**config.mk**
```make
export PLATFORM = sky130hd
export DESIGN_NAME = key_sel_ctrl
export DESIGN_NICKNAME = d
export VERILOG_FILES = /design/src/rtl/key_sel_ctrl.sv
export SDC_FILE = /design/constraint.sdc
export NUM_CORES = 1
export LEC_CHECK = 0
export ABC_AREA = 1
export BUFFER_PORTS_ARGS = -buffer_cell sky130_fd_sc_hd__buf_2
export CAP_MARGIN = 10
export CORE_MARGIN = 3
export CORE_UTILIZATION = 53
export CTS_CLUSTER_SIZE = 28
export DETAILED_ROUTE_END_ITERATION = 10
export GPL_TIMING_DRIVEN = 0
export PLACE_DENSITY = 0.69
export RECOVER_POWER = 25
export SLEW_MARGIN = 30
export SYNTH_ARGS = -nofsm -noshare
export SYNTH_HDL_FRONTEND = slang
export SYNTH_SLANG_ARGS = --single-unit
```
**constraint.sdc**
```tcl
create_clock -name iclk -period 3 [get_ports iclk]
set_clock_uncertainty 0.2 [all_clocks]
set_input_delay 0.6 -clock iclk [delete_from_list [all_inputs] [get_ports iclk]]
set_output_delay 0.6 -clock iclk [all_outputs]
set_load 0.05 [all_outputs]
```
**src/rtl/key_sel_ctrl.sv**
```systemverilog
// Wave-select key front end: synchronises and debounces the active-low key,
// advances the waveform index on a short press and returns it to 0 on a long
// press. All outputs are registered.
module key_sel_ctrl #(
   parameter int unsigned DEB_CYCLES  = 8,
   parameter int unsigned LONG_CYCLES = 1024,
   parameter int unsigned NUM_WAVES   = 4,
   parameter int unsigned CNT_W       = 16
) (
   input  logic       iclk,
   input  logic       irstn,
   input  logic       ikey_sel_n,
   output logic [1:0] owave_sel,
   output logic       osel_vld,
   output logic       okey_dbn,
   output logic       olong
);

   typedef enum logic [1:0] {
      StIdle,
      StPressDeb,
      StPressed,
      StRelDeb
   } state_e;

   localparam logic [CNT_W-1:0] DebLast  = CNT_W'(DEB_CYCLES - 1);
   localparam logic [CNT_W-1:0] LongLast = CNT_W'(LONG_CYCLES - 1);
   localparam logic [1:0]       LastWave = 2'(NUM_WAVES - 1);
   localparam logic [CNT_W-1:0] CntOne   = CNT_W'(1);

   logic             sync1_q, sync2_q;
   logic             key_s;
   state_e           state_q, state_d;
   logic [CNT_W-1:0] dcnt_q, dcnt_d;
   logic [CNT_W-1:0] hcnt_q, hcnt_d;
   logic [1:0]       wave_q, wave_d;
   logic             vld_q, vld_d;
   logic             dbn_q, dbn_d;
   logic             long_q, long_d;

   function automatic logic [CNT_W-1:0] sat_inc(input logic [CNT_W-1:0] v);
      return (v == {CNT_W{1'b1}}) ? v : v + CntOne;
   endfunction

   // Two-flop synchroniser for the asynchronous key pin, idles released (1).
   always_ff @(posedge iclk) begin
      if (!irstn) begin
         sync1_q <= 1'b1;
         sync2_q <= 1'b1;
      end else begin
         sync1_q <= ikey_sel_n;
         sync2_q <= sync1_q;
      end
   end

   assign key_s = sync2_q;

   // Next-state logic: debounce FSM, hold timer and waveform index update.
   always_comb begin
      state_d = state_q;
      dcnt_d  = dcnt_q;
      hcnt_d  = hcnt_q;
      wave_d  = wave_q;
      vld_d   = 1'b0;
      long_d  = long_q;
      case (state_q)
         StIdle: begin
            if (!key_s) begin
               state_d = StPressDeb;
               dcnt_d  = CntOne;
            end else begin
               dcnt_d = '0;
            end
         end
         StPressDeb: begin
            if (key_s) begin
               // Glitch: back to idle with no output effect.
               state_d = StIdle;
               dcnt_d  = '0;
            end else if (dcnt_q == DebLast) begin
               state_d = StPressed;
               wave_d  = (wave_q == LastWave) ? 2'd0 : wave_q + 2'd1;
               vld_d   = 1'b1;
               hcnt_d  = '0;
               dcnt_d  = '0;
            end else begin
               dcnt_d = sat_inc(dcnt_q);
            end
         end
         StPressed: begin
            if (key_s) begin
               state_d = StRelDeb;
               dcnt_d  = CntOne;
            end else begin
               hcnt_d = sat_inc(hcnt_q);
               // Long press fires once; strobe even if the index is already 0.
               if ((hcnt_d >= LongLast) && !long_q) begin
                  long_d = 1'b1;
                  wave_d = 2'd0;
                  vld_d  = 1'b1;
               end
            end
         end
         StRelDeb: begin
            if (!key_s) begin
               // Release bounce: hold timer keeps its value.
               state_d = StPressed;
               dcnt_d  = '0;
            end else if (dcnt_q == DebLast) begin
               state_d = StIdle;
               long_d  = 1'b0;
               hcnt_d  = '0;
               dcnt_d  = '0;
            end else begin
               dcnt_d = sat_inc(dcnt_q);
            end
         end
         default: begin
            state_d = StIdle;
            dcnt_d  = '0;
            hcnt_d  = '0;
         end
      endcase
      dbn_d = (state_d == StIdle) || (state_d == StPressDeb);
   end

   // State and output registers with synchronous reset.
   always_ff @(posedge iclk) begin
      if (!irstn) begin
         state_q <= StIdle;
         dcnt_q  <= '0;
         hcnt_q  <= '0;
         wave_q  <= 2'd0;
         vld_q   <= 1'b0;
         dbn_q   <= 1'b1;
         long_q  <= 1'b0;
      end else begin
         state_q <= state_d;
         dcnt_q  <= dcnt_d;
         hcnt_q  <= hcnt_d;
         wave_q  <= wave_d;
         vld_q   <= vld_d;
         dbn_q   <= dbn_d;
         long_q  <= long_d;
      end
   end

   assign owave_sel = wave_q;
   assign osel_vld  = vld_q;
   assign okey_dbn  = dbn_q;
   assign olong     = long_q;

endmodule

```
## Word level (Yosys, flattened, before mapping)

Index checks and enable logic that the tools add are counted.

| word-level totals | value |
|---|---|
| logic and storage cells | 75 |
| output and inout bits | 5 |
| register bits | 41 |

| operators by class | value |
|---|---|
| $lt $le $gt $ge | 1 |
| $add $sub $neg | 3 |
| reduce and logical (&&, ||, !) cells | 11 |
| multiplexer cells | 36 |
| equality and inequality tests | 15 |

Operators with widths:

| cell | number |
|---|---|
| $mux 16 | 10 |
| $pmux 16 s4 | 1 |
| $pmux 16 s3 | 1 |
| $add 16x1->16 const B | 2 |
| $eq 16x16->1 const B | 2 |
| $mux 2 | 11 |
| $eq 16x3->1 const B | 1 |
| $ge 16x10->1 const B | 1 |
| $ne 2x2->1 const B | 7 |
| $reduce_and 5->1 | 2 |
| $mux 1 | 9 |
| $pmux 2 s4 | 1 |
| $eq 2x2->1 const B | 3 |
| $eq 2x1->1 const B | 2 |
| $logic_not 2->1 | 2 |
| $pmux 1 s2 | 2 |
| $pmux 2 s2 | 1 |
| $reduce_and 4->1 | 1 |
| $reduce_bool 2->1 | 2 |
| $reduce_bool 3->1 | 1 |
| $add 2x1->2 const B | 1 |
| $logic_and 1x1->1 | 1 |
| $logic_not 1->1 | 1 |
| $logic_or 1x1->1 | 1 |

## Depth between registers and ports, before layout

| logic depth | value |
|---|---|
| word-level depth | 7 |
| gate-level depth with buffers | 17 |
| gate-level depth less buffers | 17 |

## Least setup slack after synthesis

OpenSTA, ideal clock, no wires.

| timing | value |
|---|---|
| kind | reg-to-reg |
| from | register state_q[0] |
| to | register hcnt_q[10] |
| slack | 0.878 ns |
| cell stages (with the launch flop) | 10 |
| required time | 2.672 ns |
| setup time | 0.128 ns |
| period minus slack after synthesis | 2.122 ns |
| arrival | 1.794 ns |
| cell sequence | dfxtp_1 -> inv_1 -> ha_1 -> inv_2 -> a21oi_1 -> a211oi_1 -> o21ai_2 -> clkbuf_1 -> a22oi_1 -> nor2_1 |

| between the ends | value |
|---|---|
| longest elaborated chain between the ends | 3 |
| elaborated cells on any way between the ends | 9 |
| classes of those cells | 6 x eq/ne; 1 x mux; 2 x reduce/logical |

RTL lines:

| item | line | text |
|---|---|---|
| start, declared | 33 | `state_e state_q, state_d;` |
| start signal, assigned | 130 | `state_q <= StIdle;` |
| start signal, assigned | 138 | `state_q <= state_d;` |
| $eq 2x1->1 or $eq 2x2->1 (tied branches) | 66 | `case (state_q)` |
| $ne 2x2->1 (no source line) or $reduce_bool 3->1 (tied branches) | n/a |  |
| $reduce_and 4->1 (no source line) | n/a |  |
| end signal, assigned | 140 | `hcnt_q <= hcnt_d;` |
| end, declared | 35 | `logic [CNT_W-1:0] hcnt_q, hcnt_d;` |

Several ways; a longest one is shown, not always the timed one.
A chain may end at the register's enable or synchronous reset.

## Worst setup path in the final report

| timing | value |
|---|---|
| from | register state_q[0] |
| to | register dcnt_q[2] |

| between the ends | value |
|---|---|
| longest elaborated chain between the ends | 2 |
| elaborated cells on any way between the ends | 6 |
| classes of those cells | 4 x eq/ne; 1 x mux; 1 x reduce/logical |

RTL lines:

| item | line | text |
|---|---|---|
| $eq 2x2->1 (tied with other cells) | 66 |  |
| $pmux 16 s4 or $ne 2x2->1 (tied branches) | n/a |  |
| end signal, assigned | 139 | `dcnt_q <= dcnt_d;` |
| end, declared | 34 | `logic [CNT_W-1:0] dcnt_q, dcnt_d;` |

Several ways; a longest one is shown, not always the timed one.

==> reports/metrics.yaml <==
synth:
  syn_avg_cell_area_um2: 6.70
  yosysSeqAreaShare_pct: 32.0
  synth_edf_count: 0
  synth_fp_nets: 393
  synth_top_family_by_area: "simple AND/OR/NAND/NOR gates"
  yosys_warnings: 0
  synthAdderAreaFrac_pct: 3.41
  synthFlopType: "dfxtp_1"
  postSynthCellCount: 383
  synth_cell_types: 39
  synthMuxAreaShare_pct: 0
  netlist_area_um2: 2570
  synthXorXnorAreaFrac_pct: 4.10
  synth-seq-cells: 41
  synth_compound_area_share_pct: 14.5
  synthSimpleGateAreaFrac_pct: 37.5
  synthArstFlopShare_pct: 0
placed_design:
  gp_congestion: 0.928
  dpl.hpwl_mm: 4.29
  io_buffers: 7
floorplanning:
  core_region_area_um2: 4500
  initial_utilization_pct: 57.0
  rows: 24
  io-pin-count: 8
  die_y_um: 75.6
  dieArea_um2: 5710
  die_w_um: 75.6
grt:
  grt.overflow.total: 0
  grt_pass1_vias: 2132
  grt_pass1_wl_mm: 9.12
  grt_max_degree: 13
  grt_use_total_pct: 20.6
  grt_antenna_before_repair: 0
sta:
  rsz0062_at_grt: "false"
  period_share_pct: 88.7
  worstMarginPinSlew_ps: 600
  setup-violations-final: 0
  max_freq_ghz: 0.376
  hold_violations: 0
  tns_ps: 0
  finalMaxSlewViolations: 0
  min_period_ps: 2660
  slew_headroom_pct: 60.1
detailed_routing:
  ant_nets: 0
  drt_iter0_drc: 94
  vias_per_cell: 5.51
  drtPass1Iterations: 4
  drt_drc_violations_left: 0
  routedWlPerCell_um: 12.2
  vias: 2479
  finalWirelength_mm: 5.49
finish:
  nNetsFinal: 407
  layout_commonest_cell: "nand2_1"
  syn_to_final_growth_pct: 8.14
  most-common-layout-cells: "89 x nand2_1, 46 x nor2_1, 41 x inv_1, 41 x dfxtp_1, 25 x nand3_1"
  drive_above_1_share_pct: 10.1
  fill_cells: 446
  diodes: 0
power:
  switchingPower_mw: 0.227
  p_leak_nw: 1.08
  pwr-share-clk_pct: 43.1
  p_sw_share_pct: 21.4
  sequentialPowerShare_pct: 52.1
  power_density_nw_per_um2: 382
  internal_power_mw: 0.834
  total_power_mw: 1.06
  pwr-share-comb_pct: 4.8
  vdd_drop_max_v: 0.000294
cts:
  clk_latency_ps: 290
  cts_made_buffers: 5
  hold_buffers: 0
  cts_sinks: 41
  h-tree-depth: 2
  clock_path_buffers: 2
  cts_setup_buffers: 0
  tritoncts: "built"
  ctsResizeCount: 0
  cts.clk_slew.worst_paths_ps: 80
  clockRootBuffer: "clkbuf_8"
worst_setup_path:
  worstSetupPathType: "reg -> reg"
  cp.arrival_ps: 2650
  endpoint_kind: "flop"
  critPathLaunchType: "flop"
  cpMaxStageDelayCell: "a21oi_1"
  cp_max_fo: 8
  cpMostUsedCell: "inv_1"
  crit_buf_inv: 4
  path_cells: "inv_1 -> ha_1 -> inv_2 -> nor2_2 -> inv_1 -> a21oi_1 -> inv_1 -> a221oi_1"
  cp_top_family: "buffers and inverters"
  required_ps: 2990
  max_stage_delay_ps: 420
run_status:
  outcome: "complete, no violations"
flow_run:
  cap_violations: 0
hold_path:
  hold_class: "reg -> reg"
power by group through the flow:
stage	Clock [mW]	Sequential [mW]	Combinational [mW]
after floorplan	0	0.565	0.0374
after global placement	0	0.566	0.0498
after detailed placement	0	0.566	0.0506
after CTS	0.476	0.553	0.0510
after global routing	0.490	0.554	0.0584
final	0.458	0.553	0.0505
worst reg2reg max path: cells and delay by family, from the launching register on:
family	cells	cell delay, ps
buffers and inverters	4	750
AO/OA/AOI/OAI	2	680
flip-flops	1	360
adder cells (fa/ha/maj)	1	320
AND/OR/NAND/NOR	1	250
metal layers:
metal	up-vias	track usage [%]	share of wire, %
met2	40	34.9	47
met3	17	3.96	3.0
li1	1286	-	-
met5	-	0	0
met1	1136	24.9	47
met4	0	10.5	3.3
synth_stat cells, types with 7 or more instances:
library cell   n  share of area, %
a21oi_1       20               3.9
a22oi_1        8               2.3
dfxtp_1       41                32
ha_1           7               3.4
inv_1         41               6.0
nand2_1       89                13
nand2_2        7               1.7
nand3_1       25               4.9
nand4_1        9               2.2
nor2_1        46               6.7
nor3_1         9               1.8
o21ai_0       18               3.5
xor2_1         7               2.4
sequential cells by signal, summed over array words and instances, names as in the netlist:
| name | count |
|---|---|
| sync1_q | 1 |
| owave_sel | 2 |
| state_q | 2 |
| osel_vld | 1 |
| key_s | 1 |
| hcnt_q | 16 |
| dcnt_q | 16 |
| olong | 1 |
| okey_dbn | 1 |
final timing paths:
path          endpoint  cells past startpoint        from  slack, ps
max reg2reg  dcnt_q[2]                      8  state_q[0]        340
max          dcnt_q[2]                      8  state_q[0]        340
min              key_s                      1     sync1_q        220
min reg2reg      key_s                      1     sync1_q        220
logic make-up (layout without fill, tap and decap cells):
logic type / count (synthesis) / after routing
buf+inv: 53 / 68
compound gates: 62 / 62
fa+ha+maj: 7 / 7
xor+xnor: 12 / 12
simple gates: 208 / 208
flops: 41 / 41
final cells by class:
| type | count | area, µm² | area share (%) |
|---|---|---|---|
| multi-input combinational | 289 | 1530 | 55.1 |
| sequential | 41 | 821 | 29.6 |
| inverter | 45 | 169 | 6.09 |
| clock buffer | 7 | 86.3 | 3.11 |
| tap | 52 | 65.1 | 2.34 |
| buffer | 8 | 47.5 | 1.71 |
| clock inverter | 1 | 30.0 | 1.08 |
| timing repair buffer | 7 | 27.5 | 0.992 |
stage by stage:
| step | util, % | instance area [µm²] | setup slack, ps | hold slack (ps) | cells |
|---|---|---|---|---|---|
| finish | 61.6 | 2780 | 340 | 220 | 450 |
| global route | 61.6 | 2780 | 69.6 | 231 | 450 |
| CTS | 61.8 | 2780 | 312 | 225 | 450 |
| detailed placement | 59.2 | 2670 | 339 | 204 | 442 |
| global placement | 59.2 | 2670 | 370 | 203 | 442 |
| floorplan | - | 2570 | 878 | 193 | 383 |
Power figures use the tool's default switching activity.
